==> src/rtl/sfgates_selftest_ctrl.sv <==
// ---------------------------------------------------------------------------
// sfgates_selftest_ctrl
//
// Self-test sequencer for a six-output two-input gates unit. A run applies
// the four input vectors {a,b} = 00, 01, 10, 11 in order. Each vector is
// held for SETTLE cycles (DRIVE) plus one compare cycle (CHECK). Every y
// bit is compared against its golden gate function, and any mismatches are
// collected per output bit (err_mask) and per vector (err_vec). A single
// DONE cycle closes the run: it pulses done and loads pass.
//
// Handshake: start is a level request. It is accepted only on a rising edge
// where the FSM is IDLE and abort is low, and it is never queued. abort
// cancels a run at the next edge from any non-IDLE state. When abort is
// high during the DONE cycle, it also masks that cycle's done pulse.
//
// Parameters
//   SETTLE    cycles a/b are held before y is sampled (1..15)
// Ports
//   clk       clock, rising edge
//   rst       asynchronous active-high reset
//   start     request one self-test run
//   abort     synchronous cancel of a run in progress
//   y[5:0]    gates unit outputs, y[0]=y1 .. y[5]=y6
//   a, b      stimulus to the gates unit
//   busy      high whenever the FSM is not IDLE
//   done      one-cycle pulse at the end of a completed run
//   pass      result of the last completed run, held
//   err_mask  per-output-bit mismatch flags for the run
//   err_vec   per-vector mismatch flags for the run (index = {a,b})
//   fsm_state current FSM state (IDLE=0, DRIVE=1, CHECK=2, DONE=3)
// ---------------------------------------------------------------------------
module sfgates_selftest_ctrl #(
    parameter int SETTLE = 2
) (
    input  logic       clk,
    input  logic       rst,
    input  logic       start,
    input  logic       abort,
    input  logic [5:0] y,
    output logic       a,
    output logic       b,
    output logic       busy,
    output logic       done,
    output logic       pass,
    output logic [5:0] err_mask,
    output logic [3:0] err_vec,
    output logic [1:0] fsm_state
);

    typedef enum logic [1:0] {
        IDLE  = 2'd0,
        DRIVE = 2'd1,
        CHECK = 2'd2,
        DONE  = 2'd3
    } state_t;

    localparam logic [3:0] CNT_LAST = 4'(SETTLE - 1);

    state_t     state, state_next;
    logic [1:0] idx, idx_next;
    logic [3:0] cnt, cnt_next;
    logic       pass_next;
    logic [5:0] err_mask_next;
    logic [3:0] err_vec_next;
    logic [5:0] expected;
    logic [5:0] mismatch;

    // Golden gate functions for the vector currently being applied.
    always_comb begin
        expected = {~(idx[1] ^ idx[0]), (idx[1] ^ idx[0]),
                    ~(idx[1] | idx[0]), ~(idx[1] & idx[0]),
                    (idx[1] | idx[0]),  (idx[1] & idx[0])};
        mismatch = y ^ expected;
    end

    always_ff @(posedge clk or posedge rst) begin
        if (rst) begin
            state    <= IDLE;
            idx      <= 2'd0;
            cnt      <= 4'd0;
            pass     <= 1'b0;
            err_mask <= 6'd0;
            err_vec  <= 4'd0;
        end else begin
            state    <= state_next;
            idx      <= idx_next;
            cnt      <= cnt_next;
            pass     <= pass_next;
            err_mask <= err_mask_next;
            err_vec  <= err_vec_next;
        end
    end

    always_comb begin
        state_next    = state;
        idx_next      = idx;
        cnt_next      = cnt;
        pass_next     = pass;
        err_mask_next = err_mask;
        err_vec_next  = err_vec;

        case (state)
            IDLE: begin
                if (start && !abort) begin
                    state_next    = DRIVE;
                    idx_next      = 2'd0;
                    cnt_next      = 4'd0;
                    err_mask_next = 6'd0;
                    err_vec_next  = 4'd0;
                end
            end
            DRIVE: begin
                if (abort) begin
                    state_next = IDLE;
                    idx_next   = 2'd0;
                    cnt_next   = 4'd0;
                    pass_next  = 1'b0;
                end else begin
                    cnt_next = cnt + 4'd1;
                    if (cnt == CNT_LAST) begin
                        state_next = CHECK;
                    end
                end
            end
            CHECK: begin
                if (abort) begin
                    // Results of the aborted compare are discarded; only
                    // vectors that fully completed remain in the flags.
                    state_next = IDLE;
                    idx_next   = 2'd0;
                    cnt_next   = 4'd0;
                    pass_next  = 1'b0;
                end else begin
                    err_mask_next = err_mask | mismatch;
                    if (|mismatch) begin
                        err_vec_next[idx] = 1'b1;
                    end
                    if (idx == 2'd3) begin
                        state_next = DONE;
                    end else begin
                        state_next = DRIVE;
                        idx_next   = idx + 2'd1;
                        cnt_next   = 4'd0;
                    end
                end
            end
            DONE: begin
                state_next = IDLE;
                idx_next   = 2'd0;
                cnt_next   = 4'd0;
                // err_mask already includes the final CHECK result here.
                pass_next  = abort ? 1'b0 : (err_mask == 6'd0);
            end
            default: begin
                state_next = IDLE;
            end
        endcase
    end

    // Stimulus is only applied while a vector is active; otherwise it is 00.
    assign a         = (state == DRIVE || state == CHECK) ? idx[1] : 1'b0;
    assign b         = (state == DRIVE || state == CHECK) ? idx[0] : 1'b0;
    assign busy      = (state != IDLE);
    // abort in the DONE cycle suppresses the pulse combinationally.
    assign done      = (state == DONE) && !abort;
    assign fsm_state = state;

endmodule

==> config.mk <==
export PLATFORM = sky130hd
export DESIGN_NAME = sfgates_selftest_ctrl
export DESIGN_NICKNAME = d
export VERILOG_FILES = /design/src/rtl/sfgates_selftest_ctrl.sv
export SDC_FILE = /design/constraint.sdc
export NUM_CORES = 1
export LEC_CHECK = 0
export ABC_AREA = 1
export CAP_MARGIN = 40
export CORE_MARGIN = 3
export CORE_UTILIZATION = 38
export CTS_BUF_LIST = sky130_fd_sc_hd__clkbuf_2 sky130_fd_sc_hd__clkbuf_4 sky130_fd_sc_hd__clkbuf_8
export DETAILED_ROUTE_END_ITERATION = 10
export REMOVE_ABC_BUFFERS = 1
export SYNTH_ARGS = -nofsm -noshare
export SYNTH_HDL_FRONTEND = slang
export SYNTH_SLANG_ARGS = --single-unit
==> constraint.sdc <==
create_clock -name clk -period 3.4 [get_ports clk]
set_clock_uncertainty 0.15 [all_clocks]
set_input_delay 0.68 -clock clk [delete_from_list [all_inputs] [get_ports clk]]
set_output_delay 0.68 -clock clk [all_outputs]
set_load 0.01 [all_outputs]
# == Yosys cells after proc, flatten, opt, wreduce, memory -nomap -nowiden ==
# Index checks and enable logic that the tools add are counted.
# totals
regBits,19
input_bits,10
output_inout_bits,17
wordCells,78
# classes
addsub,2
magnitude_cmp,2
n_eq_ne,12
muxes,29
bitwise,9
n_reduce_logical,18
# ops
op,n
2-to-1 mux 4 bit,6
2-to-1 mux 2 bit,9
case mux 2 bit (4 select lines),2
case mux 4 bit (4 select lines),1
2-to-1 mux 6 bit,2
case mux 6 bit (2 select lines),1
"!= test 2 bit, second input constant",4
case mux 4 bit (2 select lines),1
"== test 2 bit, second input constant",3
zero test 6 bit,1
"!= test 3 bit, second input constant",2
OR 6 bit,1
AND reduction 2 bit,3
AND reduction 3 bit,2
nonzero test 2 bit,3
OR reduction 6 bit,1
bitwise XOR 6 bit,1
2-to-1 mux 1 bit,5
"adder 4 x 1 -> 4 bit, second input constant",1
"== test 4 x 1 -> 1 bit, second input constant",1
OR 4 bit,1
AND reduction 4 bit,1
logical AND 1 bit,3
"less-than comparator 2 x 3 -> 1 bit, second input constant",1
other kinds (14),16

# == Longest topological paths before layout ==
# Gate-level depths: netlist of the first run.
# depth
ltp_word,8
ltp_mapped,11
mapped_depth_nobuf,11

# == Least setup slack after synthesis of the first run ==
# OpenSTA, ideal clock, no wires.
# synth_timing
kind,reg-to-output
from,register state[0] (netlist: fsm_state[0])
to,output b
arrival_time_ns,0.980
slack_ns,1.590
stages_incl_launch_ff,5
n_path_buf,0
cell_sequence,dfrtp_1 -> inv_1 -> ha_1 -> nand2_1 -> inv_1
# synth_between
elab_chain_len,3
# synth_rtl
element,line_no,text
"start, declared",59,"state_t state, state_next;"
"start signal, assigned",85,state <= state_next;
== test 2 x 1 -> 1 bit / == test 2 bit (equally long branches),162,assign b = (state == DRIVE || state == CHECK) ? idx[0] : 1'b0;
logical OR 1 bit (*),162,
2-to-1 mux 1 bit (*),162,
"end, declared",41,"output logic b,"
# Every way passes the cells marked *; elsewhere a longest branch is shown, timed or not.

# == Final worst setup path of the first run ==
# layout_timing
from,input abort
to,output done
# layout_between
elab_chain_len,2
# layout_rtl
element,line_no,text
"start, declared",38,"input logic abort,"
zero test 1 bit,165,assign done = (state == DONE) && !abort;
logical AND 1 bit,165,
"end, declared",43,"output logic done,"
# No other way between the ends.

==> qor.yml, run 1 <==
sta:
  setup_tns_ps: 0
  setup_viol: 0
  fmax_ghz: 0.3465
  hold_ws_ps: 364.0
  hold_viol_final: 0
  slew_viol_final: 0
  rsz0062_at_grt: "no"
  worst_slew_pin_slew_ps: 746.9
  final.min_clock_period_ps: 2886
  layout_setup_ws_ps: 513.6
  min_period_over_period: 0.8489
  relSlewSlack: 0.5015
worst_setup_path:
  critPathMaxFanout: 6
  crit_required_ps: 2570
  critPathLaunchType: "input port"
  cpPeakStageDelay_ps: 570
  r2r_start: "fsm_state[0]"
  slowest_stage: "clkdlybuf4s50_1"
  end_kind: "output pin"
  crit_path_frequent_cell: "clkdlybuf4s50_1"
  startpoint: "abort"
  worstSetupPathType: "input port to output pin"
  crit_arrival_ps: 2060
  worstPathCellList: "clkdlybuf4s50_1 > nor2_1 > clkdlybuf4s50_1"
detailed_routing:
  routed.top_layer: "met4"
  drt-initial-drc-count: 24
  met3_length_um: 120
  wirelength_met1_mm: 1.311
  drc: 0
  routed_via_density: 4.570
  wl_per_cell_um: 10.93
  wl_met2_mm: 1.145
  ant_nets: 0
  vias: 1083
  wl_mm: 2.590
  firstDrtPassIters: 4
yosys:
  synth_area_um2: 1224
  yosysWarnings: 0
  ys.flop_type: "dfrtp_1"
  async_flop_share: 1.000
  synth_area_leader_cell: "dfrtp_1"
  synth_cell_type_count: 22
  synth_top_area_share: 0.3885
  ys_seq_area_frac: 0.3885
  synth.area.top_cells: "dfrtp_1, nand2_1, ha_1"
  synth_edf_count: 0
  ys_ff_latch: 19
  syn_inst: 165
  syn_avg_cell_area_um2: 7.416
finish:
  fin_cells: 237
  layout-drive-gt1-share: 0.09231
  nets: 217
  finalInstanceArea_um2: 1567
  mostFrequentLayoutCell: "nand2_1"
  layout_common_cells: "nand2_1, inv_1, clkdlybuf4s50_1, nor2_1, dfrtp_1"
  area_growth_pct: 28.02
  antenna_cells: 0
hold_path:
  hp-class: "register to register"
  min_from: "pass"
clock_network:
  cts_tree: "built"
  htree_levels: 1
  clk_latency_ps: 290
  cts_resized: 0
  cts.sinks: 19
  clk_path_buf_depth: 2
  root_buffer: "clkbuf_4"
  cts.clk_slew.worst_paths_ps: 110
  post_cts_buffers: 0
  numCtsBuffers: 3
  hold_buffers: 0
outcome:
  run_status: "finished, final reports clean"
grt:
  grt_pass1_wl_mm: 4.498
  grt_pass1_vias: 1045
  overflow: 0
  grt_max_degree: 20
  track_usage: 0.1401
  antenna_found_initial: 0
die:
  die_w_um: 62.75
  dieArea_um2: 3937
  io_pins: 27
  initial_core_util: 0.4219
  std_cell_rows: 19
  core_um2: 2900
  die_h_um: 62.75
place:
  place_inst: 233
  gp_congestion: 0.7928
  dp_hpwl_mm: 2.124
  dpl_worst_slack_ps: 503.3
  port_buffers: 26
  place_area_um2: 1536
power_and_ir_drop:
  cellLeakagePower_nw: 0.8025
  p_per_area_nw_per_um2: 709.6
  peakVddDrop_uv: 485.8
run:
  maxCapViolCount: 0
-- Yosys cell counts, types with 2 or more instances --
library cell / count
a21oi_1: 3
dfrtp_1: 19
ha_1: 11
inv_1: 29
inv_2: 2
nand2_1: 47
nand2_2: 3
nand3_1: 8
nor2_1: 23
o21ai_0: 4
o21ai_1: 2
o21ba_2: 4
-- layer usage --
| metal | vias to the layer above | global-route usage |
|---|---|---|
| met5 | - | 0 |
| met4 | 0 | 0.04132 |
| met3 | 2 | 0.02878 |
| met2 | 21 | 0.2250 |
| met1 | 495 | 0.1897 |
| li1 | 565 | - |
-- worst max-delay path: cells and delay by family --
| kind | cells | cell delay (ps) |
|---|---|---|
| AND/OR/NAND/NOR | 1 | 250 |
| buffers and inverters | 2 | 1120 |
-- report_power, final --
part	switching (mW)	internal, mW	total [mW]
logic	0.354	0.281	0.635
registers	0.0598	0.295	0.355
clock network	0.0685	0.0535	0.122
total	0.483	0.629	1.11
-- worst paths after layout --
path                          end  cells past startpoint  slack, ps
min                          pass                      2        360
max reg2reg                idx[1]                      9       1520
min in group asynchronous  cnt[2]                      2        660
min reg2reg                  pass                      2        360
max                          done                      3        510
max in group asynchronous  idx[1]                      2       1970
-- registers in the layout (all words and copies together) (netlist names) --
signal,count
fsm_state,2
err_vec,4
err_mask,6
cnt,4
idx,2
pass,1
-- per-stage QoR --
step | utilization | power, mW
floorplan | - | 0.7599
global placement | 0.5298 | 0.9838
detailed placement | 0.5298 | 1.000
CTS | 0.5401 | 1.124
global route | 0.5401 | 1.217
finish | 0.5401 | 1.112
-- cells by family after synthesis --
group                    count (synthesis)  synth area share
buffers and inverters                   32            0.1002
XOR/XNOR                                 1          0.007159
adder cells (fa/ha/maj)                 11            0.1125
AND/OR/NAND/NOR                         86            0.2965
AO/OA/AOI/OAI                           16           0.09510
flip-flops                              19            0.3886
-- layout make-up --
| cell class | count | area (µm²) |
|---|---|---|
| fillers | 306 | 1334 |
| flip-flops and latches | 19 | 475.5 |
| inverters | 32 | 122.6 |
| clock buffers | 4 | 30.03 |
| multi-input cells | 114 | 625.6 |
| well taps | 42 | 52.55 |
| repair buffers | 26 | 260.3 |
Note: power is estimated with default switching activity, not from simulation.
==> inputs of run 2 (changes only) <==
==> constraint.sdc (replaced) <==
create_clock -name clk -period 3 [get_ports clk]
set_clock_uncertainty 0.15 [all_clocks]
set_input_delay 0.6 -clock clk [delete_from_list [all_inputs] [get_ports clk]]
set_output_delay 0.6 -clock clk [all_outputs]
set_load 0.01 [all_outputs]
==> qor.yml, run 2 (same netlist as run 1, synthesis figures left out) <==
outcome:
  run_status: "finished, final reports clean"
worst_setup_path:
  slowest_stage: "clkdlybuf4s50_1"
  worstSetupPathType: "register to output pin"
  crit_end: "b"
  r2r_setup_slack_ps: 1120  # -400 ps
  cpPeakStageDelay_ps: 530  # -40 ps
  critPathMaxFanout: 5  # -1
  worst-r2r-cell-count: 9  # unchanged
  crit_arrival_ps: 1860  # -200 ps
  startpoint: "fsm_state[0]"
  end_kind: "output pin"
  r2r_start: "fsm_state[0]"
  r2r_end: "idx[0]"
  crit_path_frequent_cell: "inv_1"
  critPathLaunchType: "register"
  worstPathCellList: "inv_1 > ha_1 > nand2_1 > inv_1 > clkdlybuf4s50_1"
  crit_required_ps: 2250  # -320 ps
sta:
  setup_viol: 0  # unchanged
  rsz0062_at_grt: "no"
  min_period_over_period: 0.8711
  fmax_ghz: 0.3826
  setup_tns_ps: 0  # unchanged
  hold_viol_final: 0  # unchanged
  relSlewSlack: 0.5092  # +0.007720
  slew_viol_final: 0  # unchanged
  worst_slew_pin_slew_ps: 735.3  # -11.57 ps
  layout_setup_ws_ps: 386.6  # -127.0 ps
  final.min_clock_period_ps: 2613
die:
  dieArea_um2: 3937  # unchanged
  std_cell_rows: 19  # unchanged
  core_um2: 2900  # unchanged
  initial_core_util: 0.4219  # unchanged
  die_w_um: 62.75  # unchanged
  io_pins: 27  # unchanged
  die_h_um: 62.75  # unchanged
place:
  place_area_um2: 1544  # +0.49%
  gp_congestion: 0.7899  # -0.37%
  port_buffers: 26  # unchanged
  dp_hpwl_mm: 2.138  # +0.67%
  place_inst: 234  # +0.43%
  dpl_worst_slack_ps: 430.6  # -72.76 ps
clock_network:
  htree_levels: 1  # unchanged
  clk_path_buf_depth: 2  # unchanged
  hold_buffers: 0  # unchanged
  cts.sinks: 19  # unchanged
  cts_resized: 0  # unchanged
  post_cts_buffers: 0  # unchanged
  numCtsBuffers: 3  # unchanged
  root_buffer: "clkbuf_4"
  cts.clk_slew.worst_paths_ps: 120  # about the same
  cts_tree: "built"
  clk_latency_ps: 300  # about the same
finish:
  area_growth_pct: 28.43
  nets: 218  # +0.46%
  fin_cells: 238  # +0.42%
  largest_register: "err_mask"
  layout_common_cells: "nand2_1, inv_1, clkdlybuf4s50_1, nor2_1, dfrtp_1"
  finalInstanceArea_um2: 1572  # +0.32%
  reg_top3: "err_mask: 6 flops, cnt: 4 flops, err_vec: 4 flops"
  layout-drive-gt1-share: 0.09694  # +0.004631
  antenna_cells: 0  # unchanged
  largest_reg_flops: 6  # unchanged
  mostFrequentLayoutCell: "nand2_1"
detailed_routing:
  vias: 1074  # -0.83%
  firstDrtPassIters: 4  # unchanged
  ant_nets: 0  # unchanged
  routed_via_density: 4.513  # -1.2%
  drc: 0  # unchanged
  drt-initial-drc-count: 30  # +25%
  wl_mm: 2.621  # +1.2%
  wl_per_cell_um: 11.01  # +0.77%
grt:
  overflow: 0  # unchanged
  grt_pass1_vias: 1070  # +2.4%
  grt_max_degree: 20  # unchanged
  grt_pass1_wl_mm: 4.671  # +3.8%
  track_usage: 0.1475  # +0.007316
  antenna_found_initial: 0  # unchanged
hold_path:
  min_from: "pass"
  hp-class: "register to register"
power_and_ir_drop:
  total_power_mw: 1.263  # +14%
  cellLeakagePower_nw: 0.8066  # +0.51%
  peakVddDrop_uv: 441.6  # -9.1%
  p_per_area_nw_per_um2: 803.4  # +13%
run:
  maxCapViolCount: 0  # unchanged
[run 2: cell types whose count changed in the layout (fill, tap and decap cells not counted)]
cell      change
buf_4         +1
clkbuf_4      -1
clkinv_2      +1
[run 2: area by class of cell]
class,count,area [µm²]
clock buffers,3,22.52
clock inverters,1,5.005
fillers,303,1329
inverters,32,122.6
multi-input cells,114,625.6
flip-flops and latches,19,475.5
well taps,42,52.55
repair buffers,27,267.8
[run 2: how the worst min path moves through the flow]
stage	end	slack, ps	cells after the start
2_1_floorplan	pass	360	2
3_3_place_gp	pass	320	2
3_5_place_dp	pass	330	2
4_1_cts	pass	360	2
5_1_grt	pass	380	2
6_report	pass	350	2
[run 2: critical path: cells and delay by family (launching register included)]
kind,cells,cell delay (ps)
buffers and inverters,3,690
DFF,1,440
adders and majority gates,1,350
and+or+nand+nor,1,80
[run 2: metal layers]
| metal | vias up | global-route usage | part of all wire |
|---|---|---|---|
| met3 | 2 | 0.02518 | 0.040 |
| met2 | 25 | 0.2410 | 0.45 |
| li1 | 567 | - | - |
| met1 | 480 | 0.1920 | 0.51 |
| met5 | - | 0 | 0 |
| met4 | 0 | 0.06061 | 0.0061 |
[run 2: power by group]
group          switching (mW)  internal, mW  total [mW]  leakage, nW
clock network          0.0844        0.0496       0.134       0.0177
logic                   0.408         0.320       0.728        0.542
registers              0.0670         0.334       0.401        0.247
[run 2: metrics by stage]
stage,utilization,hold slack [ps]
after floorplan,-,361.9
after global placement,0.5324,320.9
after detailed placement,0.5324,328.5
after CTS,0.5418,356.0
after global routing,0.5418,383.8
final,0.5418,348.0
==> inputs of run 3 (changes only) <==
--- a/config.mk
+++ b/config.mk
@@ -12,6 +12,9 @@
 export CTS_BUF_LIST = sky130_fd_sc_hd__clkbuf_2 sky130_fd_sc_hd__clkbuf_4 sky130_fd_sc_hd__clkbuf_8
 export DETAILED_ROUTE_END_ITERATION = 10
 export REMOVE_ABC_BUFFERS = 1
+export SETUP_SLACK_MARGIN = 0.15
+export SKIP_CTS_REPAIR_TIMING = 1
+export SLEW_MARGIN = 20
 export SYNTH_ARGS = -nofsm -noshare
 export SYNTH_HDL_FRONTEND = slang
 export SYNTH_SLANG_ARGS = --single-unit
==> results of run 3 <==
Final layout, timing and power as in run 2 (identical DEF).
==> edit 1, RTL diff (settings of run 2) <==
Make the reset (`rst`) synchronous in one clocked block. Comments in the files are not updated.
--- a/src/rtl/sfgates_selftest_ctrl.sv
+++ b/src/rtl/sfgates_selftest_ctrl.sv
@@ -74,5 +74,5 @@
     end
 
-    always_ff @(posedge clk or posedge rst) begin
+    always_ff @(posedge clk) begin
         if (rst) begin
             state    <= IDLE;
Check against the original RTL: differs if rst is asserted again (counterexample within 4 cycles, from zero or initial values and one cycle with rst high); with rst held inactive, the same outputs for 10 cycles.
==> edit 1 against run 2 <==
Sequential cell count did not move; power fell by 15%; area after synthesis shrank 9.0%; sequential power down 9.2%; via count down 5.0%; worst setup slack better by 0.025 ns; cell area down 8.2%; non-clock buffer count shrank 1; routed wire length decreased by 12%; critical path depth unchanged; highest routed layer unchanged.
==> edit 1: results (changes against run 2) <==
[placed_design]
globalplace.congestion=0.871  ; +10%
place_hpwl_um=1940  ; -9.1%
dp.cells=214  ; -8.5%
preCtsSetupSlack_ns=0.429  ; -0.00133 ns

[cells_and_area]
fillCellCount=276  ; -8.9%
drive_gt1_frac=0.0963  ; -0.000682
finalCoreUtilization=0.519  ; -0.0232

[synthesis]
synthAdderAreaFrac=0.124  ; +0.0111
synth.area.top_cells=dfxtp_1 (34%), ha_1 (12%), inv_1 (11%), nand2_1 (10%), a21oi_1 (6.7%)
syn_inst=157  ; -4.8%
synth_compound_area_frac=0.135  ; +0.0397
synthXorXnorAreaFrac=0.00787  ; +0.000708
synth_common_cells=inv_1 (33), nand2_1 (30), dfxtp_1 (19)
yosysSeqAreaShare=0.342  ; -0.0470
ys_async_sr_fraction=0  ; -1.00
ys_types=21  ; -4.5%
ys.flop_type=dfxtp_1

[clocking]
clkSlewWorstSetupHoldPaths_ns=0.10  ; -0.02 ns
cts-buffers-inserted=3  ; unchanged
cts_htree_levels=1  ; unchanged
post_cts_buffers=0  ; unchanged
post_cts_resized=0  ; unchanged

[detailed_routing]
wl_per_cell_um=10.6  ; -3.4%
wirelength_um=2320  ; -12%
dr.pass1.iters=4  ; unchanged
drtIter0Drc=16  ; -47%
vias_per_cell=4.68  ; +3.7%

[power]
leakage_nw=0.635  ; -21%
peakVddDrop_mv=0.511  ; +16%

[grt]
grt_max_degree=11  ; -45%
grt_usage=0.148  ; about the same
grt_pass1_vias=966  ; -9.7%
grt_pass1_wl_um=4050  ; -13%
antenna_found_initial=0  ; unchanged

[min_path]
min_from=err_vec[0]$_SDFFE_PP0P_

[setup_path]
rr_startpoint=fsm_state[0]$_SDFFE_PP0P_
arrival_ns=1.84  ; -0.02 ns

[run_status]
status=complete, no violations

[timing]
worst_slew_pin_slew_ns=0.428  ; -0.308 ns

-- edit 1: cell types whose count changed after synthesis, sizes merged, moves of 2 or more --
cell / change
nand2: -15
dfrtp: -19
inv: +4
nor2: -15
dfxtp: +19
nor3: +2
a21oi: +12
o21ba: -3
nand3: +5
-- edit 1: per-layer routing --
metal,track usage,share of wire,routed length (um)
met3,0.0302,0.063,146
met1,0.199,0.48,1120
met4,0.0475,0.012,28
met2,0.233,0.44,1030
met5,0,0,0
-- edit 1: logic make-up (layout without fill, tap and decap cells) --
logic type | Yosys count | in the layout
adders and majority gates | 11 | 11
xor gates and xnor gates | 1 | 1
AOI/OAI and AO/OA | 26 | 26
and+or+nand+nor | 64 | 64
DFF | 19 | 19
buffers and inverters | 36 | 66
-- edit 1: final timing paths --
| path | endpoint | depth (start not counted) | slack (ns) |
|---|---|---|---|
| worst max-delay path | b | 5 | 0.41 |
| worst min-delay path | err_vec[0]$_SDFFE_PP0P_ | 2 | 0.30 |
| worst max register to register | err_mask[1]$_SDFFE_PP0P_ | 6 | 1.22 |
| worst min register to register | err_vec[0]$_SDFFE_PP0P_ | 2 | 0.30 |
-- edit 1: report_power, final --
part | switching (W) | internal, W
sequential | 0.0000485 | 0.000316
clock | 0.0000766 | 0.0000608
combinational | 0.000319 | 0.000250
-- edit 1: critical path: cells and delay by family (launching register included) --
kind | cells | cell delay [ns]
flip-flops | 1 | 0.42
buffers and inverters | 3 | 0.67
adder cells (fa/ha/maj) | 1 | 0.36
AND/OR/NAND/NOR | 1 | 0.08
-- edit 1: layout make-up --
cell class | count | area (um^2) | share of cell area
multi-input combinational | 102 | 598 | 0.415
sequential | 19 | 380 | 0.264
timing repair buffer | 26 | 260 | 0.180
inverter | 36 | 135 | 0.0937
tap | 31 | 38.8 | 0.0269
clock buffer | 4 | 30.0 | 0.0208
==> edit 2, RTL diff (flow settings as in run 2) <==
Made on the original files. Add an input register stage for `start`, `abort` and `y`, without a reset; this delays them by one clock. Comments in the files are not updated.
--- a/src/rtl/sfgates_selftest_ctrl.sv
+++ b/src/rtl/sfgates_selftest_ctrl.sv
@@ -57,4 +57,14 @@
     localparam logic [3:0] CNT_LAST = 4'(SETTLE - 1);
 
+    logic start_q;
+    logic abort_q;
+    logic [5:0] y_q;
+
+    always_ff @(posedge clk) begin
+        start_q <= start;
+        abort_q <= abort;
+        y_q     <= y;
+    end
+
     state_t     state, state_next;
     logic [1:0] idx, idx_next;
@@ -71,5 +81,5 @@
                     ~(idx[1] | idx[0]), ~(idx[1] & idx[0]),
                     (idx[1] | idx[0]),  (idx[1] & idx[0])};
-        mismatch = y ^ expected;
+        mismatch = y_q ^ expected;
     end
 
@@ -102,5 +112,5 @@
         case (state)
             IDLE: begin
-                if (start && !abort) begin
+                if (start_q && !abort_q) begin
                     state_next    = DRIVE;
                     idx_next      = 2'd0;
@@ -111,5 +121,5 @@
             end
             DRIVE: begin
-                if (abort) begin
+                if (abort_q) begin
                     state_next = IDLE;
                     idx_next   = 2'd0;
@@ -124,5 +134,5 @@
             end
             CHECK: begin
-                if (abort) begin
+                if (abort_q) begin
                     // Results of the aborted compare are discarded; only
                     // vectors that fully completed remain in the flags.
@@ -150,5 +160,5 @@
                 cnt_next   = 4'd0;
                 // err_mask already includes the final CHECK result here.
-                pass_next  = abort ? 1'b0 : (err_mask == 6'd0);
+                pass_next  = abort_q ? 1'b0 : (err_mask == 6'd0);
             end
             default: begin
@@ -163,5 +173,5 @@
     assign busy      = (state != IDLE);
     // abort in the DONE cycle suppresses the pulse combinationally.
-    assign done      = (state == DONE) && !abort;
+    assign done      = (state == DONE) && !abort_q;
     assign fsm_state = state;
 
Function: changed (Yosys sat finds a counterexample within 4 cycles, from zero or initial values and one cycle with rst high).
==> edit 2 against run 2 <==
Area after synthesis is 19% higher; critical path depth stayed put; cell area is 16% higher; power is 22% higher; sequential cell count is 8 higher; worst setup slack better by 0.058 ns; routed wire length is 5.1% higher; synthesized cell count is 5.5% higher; largest power group unchanged; highest routed layer unchanged.
==> edit 2: results (changes against run 2) <==
[detailed_routing]
met3WireLength_um=129  ; +23%
vias=1128  ; +5.0%
wl_met2_um=1260  ; +7.3%
highest_layer=met4
drtIter0Drc=27  ; -10%

[synthesis]
yosysSeqAreaShare=0.437  ; +0.0486
synth_common_cells=nand2_1 (45), inv_1 (24), dfrtp_1 (19)
synth.area.top_cells=dfrtp_1 (33%), nand2_1 (12%), dfxtp_1 (11%), ha_1 (9.5%), nand2_4 (7.0%)
ys_async_sr_fraction=0.704  ; -0.296

[setup_path]
arrival_ns=1.81  ; -0.05 ns
rrSetupSlack_ns=1.27  ; +0.15 ns
r2r-end=err_vec[2]$_DFFE_PP0P_
reg2regPathDepth=10  ; +1
cp-startpoint=fsm_state[1]$_DFFE_PP0P_
setup.worst_path.end=a

[timing]
slew_headroom=0.500  ; -0.00890

[grt]
grt_usage=0.148  ; +0.000200
grtUsageMet1=0.195  ; +0.00288
grt_pass1_vias=1185  ; +11%
grt_pass1_wl_um=5130  ; +9.9%
grt_use_met3=0.0378  ; +0.0126

[power]
swShare=0.424  ; -0.0188
clock_power_share=0.143  ; +0.037
p_seq_frac=0.333  ; +0.015

[run_status]
status=complete, no violations

[clocking]
clockRootBuffer=clkbuf_8
clkSlewWorstSetupHoldPaths_ns=0.10  ; -0.02 ns

[cells_and_area]
reg_top3=err_mask: 6 flops, y_q: 6 flops
drive_gt1_frac=0.118  ; +0.0207

[floorplanning]
dieArea_um2=4600  ; +17%

[placed_design]
globalplace.congestion=0.758  ; -4.1%
placed_area_um2=1770  ; +15%
preCtsSetupSlack_ns=0.736  ; +0.305 ns

[edit 2: cell count changes after synthesis, sizes merged]
cell   change
a21oi      -3
dfxtp      +8
inv        -2
nand2      +6
nand3      +2
nor2       -4
nor4       -1
o21ai      +3
o21ba      -4
o22a       +4
o22ai      -1
o31ai      +1
[edit 2: worst min-delay path by stage]
stage                                      start                      to  slack (ns)  depth (start not counted)
final                           pass$_DFFE_PP0P_        pass$_DFFE_PP0P_        0.35                          2
after CTS                       pass$_DFFE_PP0P_        pass$_DFFE_PP0P_        0.35                          2
after floorplan               cnt[1]$_DFFE_PP0P_      cnt[1]$_DFFE_PP0P_        0.33                          2
after global placement          pass$_DFFE_PP0P_        pass$_DFFE_PP0P_        0.32                          2
after detailed placement        pass$_DFFE_PP0P_        pass$_DFFE_PP0P_        0.32                          2
after global routing      err_vec[2]$_DFFE_PP0P_  err_vec[2]$_DFFE_PP0P_        0.39                          2
[edit 2: stage by stage]
stage / total power [W] / hold WS (ns) / cells
finish: 0.00153 / 0.347 / 250
global route: 0.00167 / 0.386 / 250
CTS: 0.00156 / 0.348 / 250
global placement: 0.00131 / 0.319 / 246
floorplan: 0.00106 / 0.326 / 174
detailed placement: 0.00133 / 0.319 / 246
[edit 2: cells by family (layout without fill, tap and decap cells)]
group	Yosys count	count (layout)	share of synthesized area
compound gates	16	16	0.0671
buf+inv	30	60	0.0809
flops	27	27	0.437
simple gates	89	89	0.314
xor+xnor	1	1	0.00603
fa+ha+maj	11	11	0.0947
[edit 2: cell type report]
| cell class | instances | area [um^2] |
|---|---|---|
| clock buffers | 3 | 41.3 |
| clock inverters | 1 | 8.76 |
| repair buffers | 26 | 260 |
| flip-flops and latches | 27 | 636 |
| multi-input cells | 117 | 701 |
| fillers | 314 | 1670 |
| inverters | 30 | 118 |
| well taps | 46 | 57.6 |
